### src/rtl/tala_sequencer.sv
// Carnatic tala beat sequencer: beat phase/beat counters, with LED actions taken from per-tala tables.
// Outputs are combinational from state. The optional avartana counter is controlled by the TALA_CYCLE_CNT_EN macro.
module tala_sequencer #(
  parameter int BEAT_CYCLES = 16
) (
  input  logic       clk,
  input  logic       rst,
  input  logic       en,
  input  logic [1:0] speed_sel,
  input  logic [1:0] tala_sel,
  output logic [1:0] led,
  output logic [3:0] beat_idx,
  output logic       beat_tick,
  output logic       sam
`ifdef TALA_CYCLE_CNT_EN
  ,
  output logic [7:0] cycle_cnt
`endif
);

  localparam int PW = $clog2(BEAT_CYCLES);
  localparam logic [PW:0] BC  = (PW+1)'(BEAT_CYCLES);
  localparam logic [PW:0] ONE = (PW+1)'(1);

  // Action tables, beat 0 in the low bits: 01 clap, 10 wave, 11 finger count.
  localparam logic [15:0] ADI    = {2'b10, 2'b01, 2'b10, 2'b01, 2'b11, 2'b11, 2'b11, 2'b01};
  localparam logic [15:0] RUPAKA = {2'b00, 2'b00, 2'b11, 2'b11, 2'b11, 2'b01, 2'b10, 2'b01};
  localparam logic [15:0] EKA    = {2'b00, 2'b00, 2'b00, 2'b00, 2'b11, 2'b11, 2'b11, 2'b01};
  localparam logic [15:0] TISRA  = {2'b00, 2'b10, 2'b01, 2'b10, 2'b01, 2'b11, 2'b11, 2'b01};

  logic [PW-1:0] ph;
  logic [3:0]    beat;
  logic [1:0]    spd;
  logic [1:0]    tala;
`ifdef TALA_CYCLE_CNT_EN
  logic [7:0]    cnt;
`endif

  logic [PW:0]   period;
  logic [PW:0]   ph_ext;
  logic          ph_wrap;
  logic          beat_wrap;
  logic          lit;
  logic [3:0]    last_beat;
  logic [15:0]   row;
  logic [1:0]    act;

  always_comb begin
    period    = BC >> spd;
    ph_ext    = {1'b0, ph};
    ph_wrap   = (ph_ext == period - ONE);
    lit       = (ph_ext < (period >> 1));
    last_beat = 4'd7;
    row       = ADI;
    case (tala)
      2'd0: begin last_beat = 4'd7; row = ADI;    end
      2'd1: begin last_beat = 4'd5; row = RUPAKA; end
      2'd2: begin last_beat = 4'd3; row = EKA;    end
      default: begin last_beat = 4'd6; row = TISRA; end
    endcase
    beat_wrap = ph_wrap && (beat == last_beat);
    act       = row[{beat[2:0], 1'b0} +: 2];
  end

  // Speed and tala are only re-latched at the avartana boundary so a cycle never changes shape mid-way.
  always_ff @(posedge clk) begin
    if (rst) begin
      ph   <= '0;
      beat <= 4'd0;
      spd  <= speed_sel;
      tala <= tala_sel;
`ifdef TALA_CYCLE_CNT_EN
      cnt  <= 8'd0;
`endif
    end else if (en) begin
      if (ph_wrap) begin
        ph <= '0;
        if (beat_wrap) begin
          beat <= 4'd0;
          spd  <= speed_sel;
          tala <= tala_sel;
`ifdef TALA_CYCLE_CNT_EN
          cnt  <= cnt + 8'd1;
`endif
        end else begin
          beat <= beat + 4'd1;
        end
      end else begin
        ph <= ph + PW'(1);
      end
    end
  end

  // Outputs are masked by rst so nothing leaks while the registers are being cleared.
  always_comb begin
    led       = (!rst && en && lit) ? act : 2'b00;
    beat_tick = !rst && en && (ph == '0);
    sam       = beat_tick && (beat == 4'd0);
    beat_idx  = rst ? 4'd0 : beat;
  end

`ifdef TALA_CYCLE_CNT_EN
  assign cycle_cnt = rst ? 8'd0 : cnt;
`endif

endmodule

### config.mk
export PLATFORM = sky130hd
export DESIGN_NAME = tala_sequencer
export DESIGN_NICKNAME = d
export VERILOG_FILES = /design/src/rtl/tala_sequencer.sv
export SDC_FILE = /design/constraint.sdc
export NUM_CORES = 1
export LEC_CHECK = 0
export ABC_AREA = 1
export CAP_MARGIN = 20
export CORE_UTILIZATION = 42
export CTS_BUF_LIST = sky130_fd_sc_hd__clkbuf_16
export CTS_CLUSTER_SIZE = 25
export DETAILED_ROUTE_END_ITERATION = 10
export GPL_TIMING_DRIVEN = 1
export HOLD_SLACK_MARGIN = 0.1
export PLACE_DENSITY = 0.65
export SYNTH_ARGS = -nofsm -noshare
export SYNTH_HDL_FRONTEND = slang
export SYNTH_SLANG_ARGS = --single-unit
### constraint.sdc
create_clock -name clk -period 1.7 [get_ports clk]
set_input_delay 0.34 -clock clk [delete_from_list [all_inputs] [get_ports clk]]
set_output_delay 0.34 -clock clk [all_outputs]
set_load 0.02 [all_outputs]
* After elaboration in Yosys (flattened, before gate mapping) *
Index checks and enable logic that the tools add are counted.

storage, ports and cells
  bits in registers = 12
  word-level logic and storage cells = 42
  bits of input ports = 7
  output and inout bits = 8

operators by class
  $add $sub $neg = 3
  reductions and logical operators = 14
  mux-type cells = 14
  $lt $le $gt $ge = 1
  eq/ne operators = 4
  shift-type cells = 2

operators by type and width
  cell                                               number
  case mux 16 bit (3 select lines)                   1
  two-way mux 2 bit                                  9
  variable part select 16 x 5 -> 2 bit               1
  two-way mux 4 bit                                  3
  case mux 3 bit (3 select lines)                    1
  adder 4 x 1 -> 4 bit (second input constant)       2
  logical NOT 4 bit                                  2
  nonzero test 2 bit                                 3
  == test 4 x 5 -> 1 bit                             1
  logical AND 1 bit                                  5
  right shift 5 x 2 -> 5 bit (first input constant)  1
  subtractor 5 x 1 -> 5 bit (second input constant)  1
  == test 4 bit                                      1
  less-than comparator 4 bit                         1
  AND reduction 3 bit                                1
  == test 2 x 1 -> 1 bit (second input constant)     1
  == test 2 bit (second input constant)              1
  logical NOT 2 bit                                  1
  AND reduction 2 bit                                1
  logical NOT 1 bit                                  1

* Logic depth before layout (Yosys ltp) *
Gate-level depths: netlist (run 1).

  depth in word-level cells = 8
  depth in mapped cells = 9
  mapped depth without buffers = 9

* Worst setup path before layout (run 1) *
OpenSTA, ideal clock, no wires.

  kind = register to output
  from = reg spd[1]
  to = out led[0]
  cell stages (with the launch flop) = 7
  setup slack = -83 ps
  required time = 1,360 ps
  data arrival time = 1,443 ps
  buffers on the path = 0
  cells stage by stage = edfxtp_1 inv_2 nand2_2 ha_1 a21oi_1 nand3_1 a21oi_1

on the way
  word-level cells in the longest chain between the ends = 4

ends and longest elaborated chain
  element                     RTL line  source
  start, declared             33        logic [1:0] spd;
  start signal, assigned      70        spd <= speed_sel;
  start signal, assigned      80        spd <= speed_sel;
  right shift 5 x 2 -> 5 bit  49        period = BC >> spd;
  less-than comparator 4 bit  52        lit = (ph_ext < (period >> 1));
  logical AND 1 bit           96        led = (!rst && en && lit) ? act : 2'b00;
  two-way mux 2 bit           96
  end, declared               11        output logic [1:0] led,

Every way passes these cells.

* Final worst setup path (run 1) *
  from = reg spd[0]
  to = out led[0]

The elaborated chain is that of the path after synthesis.

==> results.ini, run 1 <==
[drt]
drt_first_iter_violations=41
wl_per_cell_um=13.1
ant_nets=0
finalWirelength_um=2790
firstDrtPassIters=4
viasPerCell=5.06
drc=0
routed-via-count=1078

[final_layout]
nNetsFinal=201
area_delta_synth_final_pct=66.1
regArea_sq_um=284
drive_above_1_share_pct=39.8
fillers=142
multi_input_area_sq_um=628
finish.instance_area_sq_um=1510
antenna_cells=0

[floorplan]
die_x_um=48.5
dieArea_sq_um=2350
fp-row-count=16
start_util_pct=45.3
coreArea_sq_um=2000
die_y_um=48.5
ios=15

[synthesis]
synth_edf_count=4
yosysMostFrequentCell=nand2_1
synthArstFlopShare_pct=0
syn_inst=134
synth_cell_types=19
avgSynthCellArea_sq_um=6.77
ys_warn_count=0
yosysTopAreaCell=dfxtp_1
synthTopCellsByCount=nand2_1 (34), inv_1 (20), nor2_1 (15)
synth_area_sq_um=907
synth.area.top_cells=dfxtp_1 (18%), nand2_1 (14%), edfxtp_1 (13%), ha_1 (9.7%), inv_1 (8.3%)
synth-seq-cells=12
synth_nets=148
synth_ff_type=dfxtp_1
yosysTopAreaCellShare_pct=17.7
yosysSeqAreaShare_pct=30.9

[cts]
cts-root-buf=clkbuf_16
postCtsHoldBufs=0
cts_max_level=1
cts_buffer_depth=2
path_clk_slew_ns=0.05
clkLatencyLatePin_ns=0.24
cts_tree=built
numCtsBuffers=3
cts_sinks=12

[placed_design]
hpwl_um=1960
gp_congestion=0.944
io_buffer_count=14
dpl_cell_area_sq_um=1300

[critical_path]
crit_required_ns=1.36
timing.rr.end=tala[0]
r2r_start=spd[1]
end_kind=output port
worst_setup_path_start_kind=flip-flop
endpoint=led[0]
rrSetupSlack_ns=-0.02
crit_fanout=4
reg2regPathDepth=9
arrival_ns=1.65
critical_path_class=reg2out
setup.worst_path.start=spd[0]

[timing]
clock.fmax_mhz=502
final_max_slew_viol_count=0
rsz0062_at_grt=true
period_share_pct=117
clock_skew_ns=0.00127
max_slew_margin_pct=78.3
holdWs_ns=0.551
worst_pin_slew_ns=0.324
hold_violations=0
period_needed_ns=1.99
setup_viol=6
layout_setup_ws_ns=-0.291

[global_routing]
grt_pass1_wl_um=4330
grt_remaining_overflow=0
grtUsageTotal_pct=24.4
grt_antenna_before_repair=0
grt_pass1_vias=994
grt_start_max_net_pins=8

[run_status]
violations=setup timing
status=finished, violations left

[min_path]
worstHoldStart=beat[3]
hp-class=reg2reg

[power]
p_leak_nw=0.746
powerDensity_nw_per_um2=643
max-vdd-ir-drop_uv=1080

[run]
cap_violations=0

## state kept, by name, summed over array words and instances, names as in the netlist
register,cells
ph,4
tala,2
beat,4
spd,2
## per-layer routing
layer | vias to the layer above | track usage [%] | wire, um
li1 | 543 | - | -
met1 | 492 | 32.2 | 1220
met2 | 36 | 38.7 | 1370
met3 | 7 | 4.72 | 153
met4 | 0 | 10.8 | 48
met5 | - | 0 | 0
## critical path: stages, from the launching register on
cell and delay, ns:
edfxtp_1 0.39, buf_4 0.15, buf_4 0.14, nand2_2 0.09, ha_4 0.21, nand3_2 0.08, nand3_4 0.08, a21oi_2 0.12
buf_4 0.15
## power by group
group | switching (W) | internal [W] | leakage, nW | total (W)
clock network | 0.000134 | 0.000311 | 0.0385 | 0.000445
logic | 0.000105 | 0.0000973 | 0.602 | 0.000203
registers | 0.0000119 | 0.000309 | 0.105 | 0.000321
total | 0.000251 | 0.000717 | 0.746 | 0.000969
## stage by stage
step	setup TNS, ns	cells	total power, W	util (%)	setup WS (ns)
6_report	-0.647	213	0.000969	75.3	-0.291
5_1_grt	-1.41	213	0.00101	75.3	-0.357
4_1_cts	-0.650	211	0.000937	70.1	-0.329
3_5_place_dp	-4.95	205	0.000492	65.1	-0.573
3_3_place_gp	-4.64	205	0.000485	65.1	-0.521
2_1_floorplan	-0.167	134	0.000407	-	-0.0833
## worst min path at each step
stage	endpoint	slack [ns]	cells after the start
final	beat[3]	0.55	3
after global routing	ph[0]	0.61	2
after CTS	ph[0]	0.50	2
after detailed placement	ph[0]	0.49	2
after global placement	ph[0]	0.49	2
after floorplan	spd[0]	0.44	0
## cell families (layout without fill, tap and decap cells)
group                    Yosys count  after routing  share of synthesized area, %
AO/OA/AOI/OAI                     15             15                          9.38
flip-flops                        12             12                          30.9
adder cells (fa/ha/maj)            7              7                          9.65
buffers and inverters             23             75                          10.3
AND/OR/NAND/NOR                   77             77                          39.7
## layout make-up
| type | instances | share of cell area [%] |
|---|---|---|
| clock buffer | 3 | 4.98 |
| clock inverter | 1 | 0.249 |
| inverter | 22 | 5.65 |
| multi-input combinational | 99 | 41.7 |
| sequential | 12 | 18.9 |
| tap | 27 | 2.24 |
| timing repair buffer | 49 | 26.3 |
## layout by cell type (no fill, tap or decap), types with 2 or more instances in the layout
cell	instances
nand3_1	9
clkdlybuf4s50_1	4
a21oi_1	4
o211ai_1	3
nand2_1	32
a21oi_2	3
buf_4	38
inv_1	17
ha_4	4
clkdlybuf4s15_2	4
nand3_4	2
clkbuf_16	3
nand4_1	7
o21ai_0	2
inv_2	4
nor2_1	14
nand2_2	8
dfxtp_1	7
ha_1	3
edfxtp_1	4
## repair_timing
item	CTS	global route
buffers inserted	2	2
gates resized for setup	39	17
pin swaps	3	7
endpoints found under the setup margin	8	15
No activity file was read; power rests on OpenSTA's default activity.
==> inputs of run 2 (changes only) <==
Settings changed: CORE_UTILIZATION 42 to 50, PLACE_DENSITY 0.65 to 0.76.
==> run 2 against run 1 <==
Net effect: the flow still finishes with violations (setup timing); critical path depth up 1; first-iteration DRC count grew to 3.1 times the previous value; final cell count unchanged; worst hold slack better by 0.041 ns; utilization up 14 points; critical endpoint unchanged; highest routed layer unchanged.
==> results.ini, run 2 (same netlist as run 1, synthesis figures left out) <==
[final_layout]
nNetsFinal=203  ; +1.0%
antenna_cells=0  ; unchanged
reg.largest.list=beat (4), ph (4)
final_util_pct=88.8  ; +14 points
drive_above_1_share_pct=39.9  ; +0.11 points
area_delta_synth_final_pct=67.2
mostFrequentLayoutCells=buf_4 (37), nand2_1 (33), inv_1 (17), nor2_1 (12), nand3_1 (9)
fillers=78  ; -45%
mostFrequentLayoutCell=buf_4

[cts]
cts-root-buf=clkbuf_16
cts_tree=built
numCtsBuffers=3  ; unchanged
clkLatencyLatePin_ns=0.25  ; about the same
cts_max_level=1  ; unchanged
cts_sinks=12  ; unchanged
cts_buffer_depth=2  ; unchanged
path_clk_slew_ns=0.05  ; about the same

[drt]
routed-via-count=1274  ; +18%
ant_nets=0  ; unchanged
drt_first_iter_violations=127  ; +210%
met2_length_um=1930  ; +41%
wl_per_cell_um=19.1  ; +46%
firstDrtPassIters=7  ; +3
viasPerCell=5.98  ; +18%
topRoutingLayerUsed=met4
drc=0  ; unchanged
met3_length_um=484  ; +220%
wl_met1_um=1430  ; +18%
finalWirelength_um=4080  ; +46%

[floorplan]
fp-row-count=15  ; -1
ios=15  ; unchanged
die_y_um=44.6  ; -8.0%
dieArea_sq_um=1990  ; -15%
die_x_um=44.6  ; -8.0%
start_util_pct=53.1  ; +7.8 points
coreArea_sq_um=1710  ; -15%

[timing]
final_max_slew_viol_count=0  ; unchanged
tns_ns=-0.774  ; -0.127 ns
rsz0062_at_grt=true
max_slew_margin_pct=76.3  ; -2.0 points
worst_pin_slew_ns=0.353  ; +0.0291 ns
setup_viol=3  ; -3
clock_skew_ns=0.00696  ; +0.00569 ns
period_needed_ns=2.08  ; +0.0929 ns
period_share_pct=123  ; +5.5 points
clock.fmax_mhz=480  ; -4.5%
hold_violations=0  ; unchanged
layout_setup_ws_ns=-0.384  ; -0.0929 ns

[power]
power_w=0.00102  ; +5.8%
max-vdd-ir-drop_uv=781  ; -27%
p_leak_nw=0.767  ; +2.9%
powerDensity_nw_per_um2=676  ; +5.1%

[critical_path]
worst_setup_path_start_kind=flip-flop
arrival_ns=1.74  ; +0.09 ns
critical_path_class=reg2out
crit_required_ns=1.36  ; about the same
end_kind=output port
crit_fanout=2  ; -2

[global_routing]
grt_pass1_wl_um=5240  ; +21%
grt_pass1_vias=1140  ; +15%
grt_remaining_overflow=0  ; unchanged
grtUsageTotal_pct=38.7  ; +14 points
grt_antenna_before_repair=0  ; unchanged
grt_start_max_net_pins=8  ; unchanged

[placed_design]
pre_cts_slack_ns=-0.529  ; +0.0433 ns
hpwl_um=2030  ; +4.0%
io_buffer_count=14  ; unchanged
gp_congestion=0.947  ; +0.35%

[run_status]
status=finished, violations left
violations=setup timing

[min_path]
hp-class=reg2reg

[run]
cap_violations=0  ; unchanged

## run 2: area by class of cell
| type | count | area, sq um | share of cell area, % |
|---|---|---|---|
| flip-flops and latches | 12 | 283 | 18.6 |
| clock inverters | 1 | 3.75 | 0.248 |
| multi-input cells | 99 | 633 | 41.7 |
| clock buffers | 3 | 75.1 | 4.95 |
| repair buffers | 51 | 405 | 26.7 |
| inverters | 22 | 85.1 | 5.61 |
| well taps | 25 | 31.3 | 2.06 |
## run 2: power by group
group          leakage, nW  internal [W]  switching [W]  total [W]
sequential           0.105      0.000309      0.0000131   0.000323
combinational        0.624      0.000107       0.000126   0.000234
clock               0.0385      0.000312       0.000156   0.000468
## run 2: what timing repair did
item | in CTS | in global routing
buffers inserted | 5 | 2
setup endpoints to repair | 8 | 13
pin swaps | 5 | 7
hold buffers | 0 | 0
resized for setup | 42 | 13
## run 2: worst max-delay path, stage by stage (launching register included)
cell and delay, ns:
edfxtp_1 0.43, inv_2 0.11, nand2_2 0.07, ha_4 0.21
o21ai_1 0.09, nand2_1 0.10, nand3_2 0.08, nand3_2 0.11
a21oi_2 0.14, buf_4 0.16
## run 2: layer usage
layer / vias to the layer above / track usage [%]
li1: 546 / -
met3: 30 / 8.98
met1: 558 / 43.4
met5: - / 0
met2: 140 / 63.2
met4: 0 / 29.1
## run 2: final timing paths
check / cells past startpoint / to / from / slack, ns
max: 9 / led[0] / spd[0] / -0.38
max reg2reg: 12 / beat[3] / spd[0] / 0.02
min reg2reg: 3 / beat[3] / beat[3] / 0.59
min: 3 / beat[3] / beat[3] / 0.59
## run 2: metrics by stage
stage	area, sq um	std cells	hold WS [ns]
final	1520	213	0.591
after global routing	1520	213	0.620
after CTS	1460	211	0.580
after detailed placement	1290	202	0.522
after global placement	1290	202	0.480
after floorplan	907	134	0.439
==> inputs of run 3 (changes only) <==
Settings changed: CTS_CLUSTER_DIAMETER from default to 200.
==> results of run 3 <==
Same layout as run 2: the final DEF is identical, and so are final timing and power.
